## src/rtl/counter_pkg.sv

```systemverilog
// Shared constants for the multi-digit counter: modulus selection and the
// active-low 7-segment patterns (bit 7 is the dot).
package counter_pkg;

  typedef enum logic [1:0] {
    MODE_8    = 2'b00,
    MODE_10   = 2'b01,
    MODE_16   = 2'b10,
    MODE_HOLD = 2'b11
  } mode_e;

  localparam logic [7:0] SEG_0     = 8'hC0;
  localparam logic [7:0] SEG_1     = 8'hF9;
  localparam logic [7:0] SEG_2     = 8'hA4;
  localparam logic [7:0] SEG_3     = 8'hB0;
  localparam logic [7:0] SEG_4     = 8'h99;
  localparam logic [7:0] SEG_5     = 8'h92;
  localparam logic [7:0] SEG_6     = 8'h82;
  localparam logic [7:0] SEG_7     = 8'hF8;
  localparam logic [7:0] SEG_8     = 8'h80;
  localparam logic [7:0] SEG_9     = 8'h90;
  // Hex letters keep the dot lit so they are not confused with digits.
  localparam logic [7:0] SEG_A     = 8'h08;
  localparam logic [7:0] SEG_B     = 8'h00;
  localparam logic [7:0] SEG_C     = 8'h46;
  localparam logic [7:0] SEG_D     = 8'h40;
  localparam logic [7:0] SEG_E     = 8'h06;
  localparam logic [7:0] SEG_F     = 8'h0E;
  localparam logic [7:0] SEG_BLANK = 8'hFF;

  // Largest legal digit value; the reserved mode keeps whatever was in force.
  function automatic logic [3:0] mod_max(input mode_e mode, input logic [3:0] cur_max);
    case (mode)
      MODE_8:  return 4'd7;
      MODE_10: return 4'd9;
      MODE_16: return 4'd15;
      default: return cur_max;
    endcase
  endfunction

endpackage

```

## src/rtl/multi_digit_counter_seg_scan.sv

```systemverilog
// Display scanner: walks the digit select across the display and registers
// the decoded segment pattern of the selected digit.
module seg_scan
  import counter_pkg::*;
#(
  parameter int DIGITS   = 4,
  parameter int SCAN_DIV = 8
) (
  input  logic                  clk,
  input  logic                  rst_n,
  input  logic                  en_i,
  input  logic [4*DIGITS-1:0]   count_i,
  output logic [7:0]            seg_data_o,
  output logic [DIGITS-1:0]     seg_cs_o
);

  localparam int IDX_W  = (DIGITS > 1) ? $clog2(DIGITS) : 1;
  localparam int SCAN_W = (SCAN_DIV > 1) ? $clog2(SCAN_DIV) : 1;
  localparam logic [IDX_W-1:0]  IDX_LAST  = IDX_W'(DIGITS - 1);
  localparam logic [SCAN_W-1:0] SCAN_LAST = SCAN_W'(SCAN_DIV - 1);

  logic [SCAN_W-1:0] scan_q, scan_d;
  logic [IDX_W-1:0]  idx_q, idx_d;
  logic [3:0]        digit;
  logic [7:0]        pattern;
  logic [DIGITS-1:0] cs_sel;
  logic [7:0]        seg_data_q, seg_data_d;
  logic [DIGITS-1:0] seg_cs_q, seg_cs_d;

  // NOTE: every combinational output gets a default first so no path leaves it
  // unassigned; otherwise synthesis infers a latch.
  always_comb begin
    scan_d = scan_q;
    idx_d  = idx_q;
    if (en_i) begin
      if (scan_q == SCAN_LAST) begin
        scan_d = '0;
        idx_d  = (idx_q == IDX_LAST) ? '0 : idx_q + 1'b1;
      end else begin
        scan_d = scan_q + 1'b1;
      end
    end
  end

  always_comb begin
    digit  = 4'd0;
    cs_sel = '0;
    for (int i = 0; i < DIGITS; i++) begin
      cs_sel[i] = (idx_q == IDX_W'(i));
      if (idx_q == IDX_W'(i)) digit = count_i[4*i +: 4];
    end
  end

  always_comb begin
    pattern = SEG_BLANK;
    case (digit)
      4'h0: pattern = SEG_0;
      4'h1: pattern = SEG_1;
      4'h2: pattern = SEG_2;
      4'h3: pattern = SEG_3;
      4'h4: pattern = SEG_4;
      4'h5: pattern = SEG_5;
      4'h6: pattern = SEG_6;
      4'h7: pattern = SEG_7;
      4'h8: pattern = SEG_8;
      4'h9: pattern = SEG_9;
      4'hA: pattern = SEG_A;
      4'hB: pattern = SEG_B;
      4'hC: pattern = SEG_C;
      4'hD: pattern = SEG_D;
      4'hE: pattern = SEG_E;
      4'hF: pattern = SEG_F;
      default: pattern = SEG_BLANK;
    endcase
    seg_data_d = en_i ? pattern : SEG_BLANK;
    seg_cs_d   = en_i ? cs_sel  : '0;
  end

  always_ff @(posedge clk or negedge rst_n) begin
    if (!rst_n) begin
      scan_q     <= '0;
      idx_q      <= '0;
      seg_data_q <= SEG_BLANK;
      seg_cs_q   <= '0;
    end else begin
      scan_q     <= scan_d;
      idx_q      <= idx_d;
      seg_data_q <= seg_data_d;
      seg_cs_q   <= seg_cs_d;
    end
  end

  assign seg_data_o = seg_data_q;
  assign seg_cs_o   = seg_cs_q;

endmodule

```

## src/rtl/multi_digit_counter.sv

```systemverilog
// N-digit cascaded up/down counter with selectable digit modulus, load
// clamping, wrap pulse and a scanned active-low 7-segment display.
module multi_digit_counter
  import counter_pkg::*;
#(
  parameter int DIGITS   = 4,
  parameter int TICK_DIV = 100,
  parameter int SCAN_DIV = 8
) (
  input  logic                sys_clk_in,
  input  logic                sys_rst_n,
  input  logic                en,
  input  logic                load,
  input  logic [4*DIGITS-1:0] load_val,
  input  logic                dir,
  input  logic [1:0]          mode,
  output logic [4*DIGITS-1:0] count,
  output logic                tc,
  output logic [7:0]          seg_data,
  output logic [DIGITS-1:0]   seg_cs
);

  localparam int TICK_W = (TICK_DIV > 1) ? $clog2(TICK_DIV) : 1;
  localparam logic [TICK_W-1:0] TICK_LAST = TICK_W'(TICK_DIV - 1);

  logic [1:0]          mode_q;
  logic [3:0]          max_q, max_cur;
  logic                mode_chg;
  logic [TICK_W-1:0]   tick_q, tick_d;
  logic                tick;
  logic [4*DIGITS-1:0] count_q, count_d;
  logic                tc_q, tc_d;
  logic                carry;
  logic [3:0]          dig, lim, ld;

  always_comb begin
    max_cur  = mod_max(mode_e'(mode), max_q);
    mode_chg = (mode != mode_q);
    tick     = en && (tick_q == TICK_LAST);
    if (mode_chg || load) tick_d = '0;
    else if (en)          tick_d = tick ? '0 : tick_q + 1'b1;
    else                  tick_d = tick_q;
  end

  // carry means "every lower digit sits at its limit", so the current digit steps.
  always_comb begin
    count_d = count_q;
    tc_d    = 1'b0;
    carry   = 1'b1;
    dig     = 4'd0;
    lim     = 4'd0;
    ld      = 4'd0;
    if (mode_chg) begin
      count_d = '0;
    end else if (load) begin
      for (int i = 0; i < DIGITS; i++) begin
        ld = load_val[4*i +: 4];
        count_d[4*i +: 4] = (ld > max_cur) ? max_cur : ld;
      end
    end else if (tick && (mode_e'(mode) != MODE_HOLD)) begin
      lim = dir ? max_cur : 4'd0;
      for (int i = 0; i < DIGITS; i++) begin
        dig = count_q[4*i +: 4];
        if (carry) begin
          if (dir) count_d[4*i +: 4] = (dig == max_cur) ? 4'd0 : dig + 4'd1;
          else     count_d[4*i +: 4] = (dig == 4'd0) ? max_cur : dig - 4'd1;
        end
        carry = carry && (dig == lim);
      end
      tc_d = carry;
    end
  end

  // NOTE: state registers use non-blocking assignments so every flop samples
  // pre-edge values, independent of the order of statements or processes.
  always_ff @(posedge sys_clk_in or negedge sys_rst_n) begin
    if (!sys_rst_n) begin
      mode_q  <= MODE_8;
      max_q   <= 4'd7;
      tick_q  <= '0;
      count_q <= '0;
      tc_q    <= 1'b0;
    end else begin
      mode_q  <= mode;
      max_q   <= max_cur;
      tick_q  <= tick_d;
      count_q <= count_d;
      tc_q    <= tc_d;
    end
  end

  assign count = count_q;
  assign tc    = tc_q;

  seg_scan #(
    .DIGITS   (DIGITS),
    .SCAN_DIV (SCAN_DIV)
  ) u_seg_scan (
    .clk        (sys_clk_in),
    .rst_n      (sys_rst_n),
    .en_i       (en),
    .count_i    (count_q),
    .seg_data_o (seg_data),
    .seg_cs_o   (seg_cs)
  );

endmodule

```

## config.mk

```make
export PLATFORM = sky130hd
export DESIGN_NAME = multi_digit_counter
export DESIGN_NICKNAME = d
export VERILOG_FILES = /design/src/rtl/counter_pkg.sv /design/src/rtl/multi_digit_counter_seg_scan.sv /design/src/rtl/multi_digit_counter.sv
export SDC_FILE = /design/constraint.sdc
export NUM_CORES = 1
export LEC_CHECK = 0
export CAP_MARGIN = 25
export CORE_UTILIZATION = 50
export DETAILED_ROUTE_END_ITERATION = 7
export GPL_ROUTABILITY_DRIVEN = 0
export PLACE_DENSITY = 0.83
export SYNTH_ARGS = -nofsm -noshare
export SYNTH_HDL_FRONTEND = slang
export SYNTH_SLANG_ARGS = --single-unit
export TNS_END_PERCENT = 5
```

## constraint.sdc

```tcl
create_clock -name sys_clk_in -period 5.3 [get_ports sys_clk_in]
set_input_delay 1.06 -clock sys_clk_in [delete_from_list [all_inputs] [get_ports sys_clk_in]]
set_output_delay 1.06 -clock sys_clk_in [all_outputs]
set_load 0.02 [all_outputs]
```

* Yosys cells after proc, flatten, opt, wreduce, memory -nomap -nowiden
Memories as Yosys holds them, arrays and structs flattened.
Cells that the tools add are included.
** Storage, ports and cells
- Register bits after elaboration :: 47
- Memory bits (read-only) :: 128
- Logic and storage cells :: 104
- Memories kept :: 1
** Cells by class
- $add $sub $neg :: 11
- $lt $le $gt $ge :: 4
- Equality and inequality tests :: 17
- Multiplexer cells :: 38
- Reductions and logical operators :: 21
** Memories
- (no name shown) :: words 16, width 8, read ports 1, clocked after memory_dff 0, write ports 0, RTL line multi_digit_counter_seg_scan.sv:56 : case (digit)
** Operator list (number)
- two-way mux 4 bit :: 25
- two-way mux 16 bit :: 3
- == test 4 bit :: 8
- two-way mux 7 bit :: 3
- adder 4 x 1 -> 4 bit, second input constant :: 4
- greater-than comparator 4 bit :: 4
- zero test 4 bit :: 4
- subtractor 4 x 1 -> 4 bit, second input constant :: 4
- one-hot mux 4 bit (3 select lines) :: 1
- nonzero test 3 bit :: 4
- two-way mux 8 bit :: 1
- AND reduction 2 bit :: 4
- adder 7 x 1 -> 7 bit, second input constant :: 1
- == test 7 bit, second input constant :: 1
- == test 2 bit, second input constant :: 3
- logical AND 1 bit :: 5
- == test 2 x 1 -> 1 bit, second input constant :: 2
- zero test 2 bit :: 2
- adder 3 x 1 -> 3 bit, second input constant :: 1
- == test 3 bit, second input constant :: 1
- two-way mux 1 bit :: 3
- two-way mux 3 bit :: 1
- adder 2 x 1 -> 2 bit, second input constant :: 1
- two-way mux 2 bit :: 1
- other kinds (4) :: 4

* Longest topological paths before layout
- Depth in word-level cells :: 10
- Mapped depth :: 13

* Cells and area by module
Synthesis repeated with hierarchy kept, for this count alone.
** Unflattened totals
- Cells, all modules :: 540
- Area total of the unflattened synthesis :: 4511.8 µm²
** Modules (own cells, without submodules)
- multi_digit_counter :: times used 1, cells an instance 441, area an instance 3399.5 µm²
- seg_scan :: times used 1, cells an instance 99, area an instance 1112.3 µm²

* Least setup slack after synthesis
OpenSTA, ideal clock, no wires.
- Path type :: in2reg
- From :: input port mode[0]
- To :: register count_q[7] (netlist: count[7])
- Library setup time :: 0.065 ns
- Data arrival time :: 3.738 ns
- Path slack :: 1.497 ns
- Stages :: 12
- Cell sequence :: ha_1 > nor2b_1 > nor2_1 > inv_1 > ha_1 > nor2b_1 > o21a_1 > o21a_1 > o21ai_1 > mux2i_1 > a2111oi_0 > a21o_1
** On the way
- Longest elaborated chain between the ends :: 9
** RTL lines
- from (decl) :: RTL line multi_digit_counter.sv:16 : input logic [1:0] mode,
- == test 2 bit, or another cell as far along :: RTL line counter_pkg.sv:33 : case (mode)
- one-hot mux 4 bit (3 select lines) (*) :: RTL line counter_pkg.sv:33
- named net max_cur[1] :: RTL line multi_digit_counter.sv:27 : logic [3:0] max_q, max_cur;
- == test 4 bit :: RTL line multi_digit_counter.sv:65 : if (dir) count_d[4*i +: 4] = (dig == max_cur) ? 4'd0 : dig + 4'd1;
- two-way mux 4 bit (2 in series) :: RTL line multi_digit_counter.sv:65
- two-way mux 4 bit :: RTL line multi_digit_counter.sv:64 : if (carry) begin
- two-way mux 16 bit :: RTL line multi_digit_counter.sv:60 : end else if (tick && (mode_e'(mode) != MODE_HOLD)) begin
- two-way mux 16 bit :: RTL line multi_digit_counter.sv:55 : end else if (load) begin
- two-way mux 16 bit :: RTL line multi_digit_counter.sv:53 : if (mode_chg) begin
- to (signal assigned) :: RTL line multi_digit_counter.sv:87 : count_q <= count_d;
- to (decl) :: RTL line multi_digit_counter.sv:31 : logic [4*DIGITS-1:0] count_q, count_d;
Mark *: on every way through the listed nets, which the timed path passes. The rest lies on a longest branch. The select of a mux whose other input is x is not followed.
A chain may end at the register's enable or synchronous reset.

* Worst setup path after layout
- From :: input port mode[1]
- To :: register count_q[7] (netlist: count[7])
Same word-level chain as after synthesis.

==> flow_summary_export.csv <==
group,metric,value,unit
critical_path,cp.buffers_inverters,2,
power_and_ir_drop,peakVddDrop,0.134,mV
detailed_routing,first_pass_iters,5,
critical_path,path_class,"primary input to register",
global_route,first_global_vias,3850,
global_route,overflow,0,
global_route,antenna_found_initial,0,
synth,synth_cells,501,
synth,synth_edf_count,0,
hold_path,worstHoldPathType,"register to register",
critical_path,endpoint_kind,"register",
timing,finalHoldViolCount,0,
final_layout,layout-drive-gt1-share,8.61,%
final_layout,nNetsFinal,595,
critical_path,crit_chain,"clkdlybuf4s50_1 -> ha_1 -> nor2b_1 -> nor2_1 -> inv_1 -> ha_1 -> nor2b_1 -> o21a_1 -> o21a_1 -> o21ai_1 -> mux2i_1 -> a2111oi_0 -> a21o_1",
clocking,cts_max_level,2,
global_route,grt_pass1_wl,18300,um
synth,ys.warnings.count,0,
synth,avgSynthCellArea,8.42,um^2
floorplanning,die_area,8810,um^2
clocking,cts_hold_buffers,0,
power_and_ir_drop,p_per_area,308,nW/um^2
timing,min_period_over_period,83.7,%
critical_path,arrival,4.69,ns
final_layout,finish.instance_area,4900,um^2
critical_path,required,5.56,ns
job,maxCapViolations,0,
clocking,cts.sinks,47,
clocking,clock_latency,0.32,ns
clocking,cts_root_buffer,"clkbuf_8",
detailed_routing,via_count,4046,
synth,async_flop_share,100,%
global_route,grt_use_total,26.6,%
timing,setup_viol,0,
final_layout,antennaDiodeCount,0,
floorplanning,die_h,93.9,um
timing,finalMaxSlewViolations,0,
detailed_routing,routedWlPerCell,17.4,um
critical_path,crit_path_top_delay_cell,"ha_1",
timing,fmax,226,MHz
clocking,cts_inserted_buffers,5,
placed_design,place_area,4790,um^2
clocking,ctsResizeCount,0,
timing,tightest_slew,0.955,ns
clocking,cts_setup_buffers,0,
synth,ys_types,68,
power_and_ir_drop,p_leak,2.09,nW
detailed_routing,drtIter0Drc,369,
global_route,grt_start_max_net_pins,31,
detailed_routing,ant_nets,0,
placed_design,io_buffers,51,
status,run_status,"completed",
synth,synth-seq-area-share,28.2,%
final_layout,area_growth_syn_to_layout,16.0,%
critical_path,cp_top_family,"compound AO/OA/AOI/OAI gates",
floorplanning,io-pin-count,52,
floorplanning,std_cell_rows,33,
placed_design,place_hpwl,8030,um
floorplanning,die_x,93.9,um
critical_path,crit_path_max_incr_delay,0.58,ns
clocking,clkTransAtPathRegs,0.09,ns
critical_path,cp-start-kind,"primary input",
floorplanning,core-area,8180,um^2
detailed_routing,via_per_inst,6.33,
timing,fin_ws,0.866,ns
clocking,cts_buffer_depth,2,
synth,ys_seq_elements,47,
clocking,cts_tree,"yes",
synth,syn_area,4220,um^2
synth,synthesis.nets,563,
detailed_routing,drc,0,
critical_path,cp_max_fo,17,
timing,rsz0062_at_grt,"false",
timing,finalSetupTns,0,ns
timing,period_needed,4.43,ns
placed_design,pre_cts_ws,0.586,ns
power_and_ir_drop,total_power,1.51,mW
timing,fin_skew,0.0148,ns
floorplanning,initial_core_util,51.6,%
detailed_routing,wl,11100,um
synth,synth_ff_type,"dfrtp_1",
timing,slew_headroom,36.4,%
-- cell usage in the layout (no fill, tap or decap), drive strengths merged, types with 4 or more instances in the layout --
master / instances
xnor2: 11
o21a: 8
a21oi: 32
nor2b: 12
nand4: 8
o22ai: 7
mux2i: 19
o211ai: 9
nor3: 19
o31ai: 11
a21o: 5
clkdlybuf4s50: 50
dfrtp: 36
o21ai: 26
and2: 6
a221oi: 10
nand2: 39
ha: 39
buf: 8
a211oi: 9
nand3: 17
inv: 28
dfstp: 11
clkbuf: 6
nor2: 38
mux2: 5
nand2b: 4
xor2: 8
-- logic make-up after synthesis --
| family | after synthesis | share of synthesized area, % |
|---|---|---|
| multiplexers | 24 | 5.93 |
| buffers and inverters | 63 | 6.02 |
| AO/OA/AOI/OAI | 151 | 25.7 |
| adder cells (fa/ha/maj) | 39 | 11.6 |
| flip-flops | 47 | 28.2 |
| XOR/XNOR | 19 | 3.94 |
| AND/OR/NAND/NOR | 158 | 18.7 |
-- layer usage --
layer | track usage, % | vias up | part of all wire [%]
li1 | - | 1905 | -
met1 | 33.3 | 1942 | 43
met2 | 44.4 | 170 | 47
met4 | 13.1 | 0 | 2.9
met3 | 4.21 | 29 | 6.7
met5 | 0 | - | 0
-- synthesized netlist by cell type (11+ instances only) --
cell type   n  share of area [%]
o21ai_0    22                2.6
ha_1       39                 12
nor2_1     38                3.4
nor2b_1    12                1.8
nand2_1    39                3.5
dfstp_2    11                6.8
inv_1      28                2.5
xnor2_1    11                2.3
mux2i_1    19                4.5
nor3_1     17                2.0
clkbuf_1   25                2.2
nand3_1    17                2.0
dfrtp_1    36                 21
o31ai_1    11                2.0
a21oi_1    30                3.6
-- metrics by stage --
step / hold slack, ns / utilization, % / std cells
2_1_floorplan: 0.487 / - / 501
3_3_place_gp: 0.499 / 58.3 / 630
3_5_place_dp: 0.535 / 58.5 / 631
4_1_cts: 0.553 / 59.9 / 639
5_1_grt: 0.574 / 59.9 / 639
6_report: 0.547 / 59.9 / 639
-- area by class of cell --
type | count | area, um^2
Inverter | 30 | 118
Fill cell | 714 | 3280
Tap cell | 105 | 131
Timing Repair Buffer | 58 | 571
Clock inverter | 2 | 37.5
Sequential cell | 47 | 1190
Clock buffer | 6 | 72.6
Multi-Input combinational cell | 391 | 2780
-- state kept, by name, summed over array words and instances, names as in the netlist --
name,flops
max_q,4
tick_q,7
tc,1
mode_q,2
u_seg_scan.idx_q,2
count,16
u_seg_scan.seg_data_o,8
u_seg_scan.scan_q,3
u_seg_scan.seg_cs_o,4
-- where the power goes --
group          total [mW]  internal (mW)  leakage [nW]  switching (mW)
combinational       0.736          0.319          1.44           0.417
sequential          0.503          0.440         0.594          0.0627
clock               0.272          0.141        0.0514           0.131
total                1.51          0.900          2.09           0.610
-- final timing paths --
kind	startpoint	end	slack (ns)	cells past startpoint
hold reg to reg	u_seg_scan.scan_q[0]	u_seg_scan.scan_q[0]	0.55	1
max in group asynchronous	sys_rst_n	max_q[1]	4.05	2
min in group asynchronous	sys_rst_n	tick_q[4]	0.67	1
setup reg to reg	max_q[1]	count[7]	2.46	11
setup / recovery	mode[1]	count[7]	0.87	13
hold / removal	u_seg_scan.scan_q[0]	u_seg_scan.scan_q[0]	0.55	1
Power figures use the tool's default switching activity.
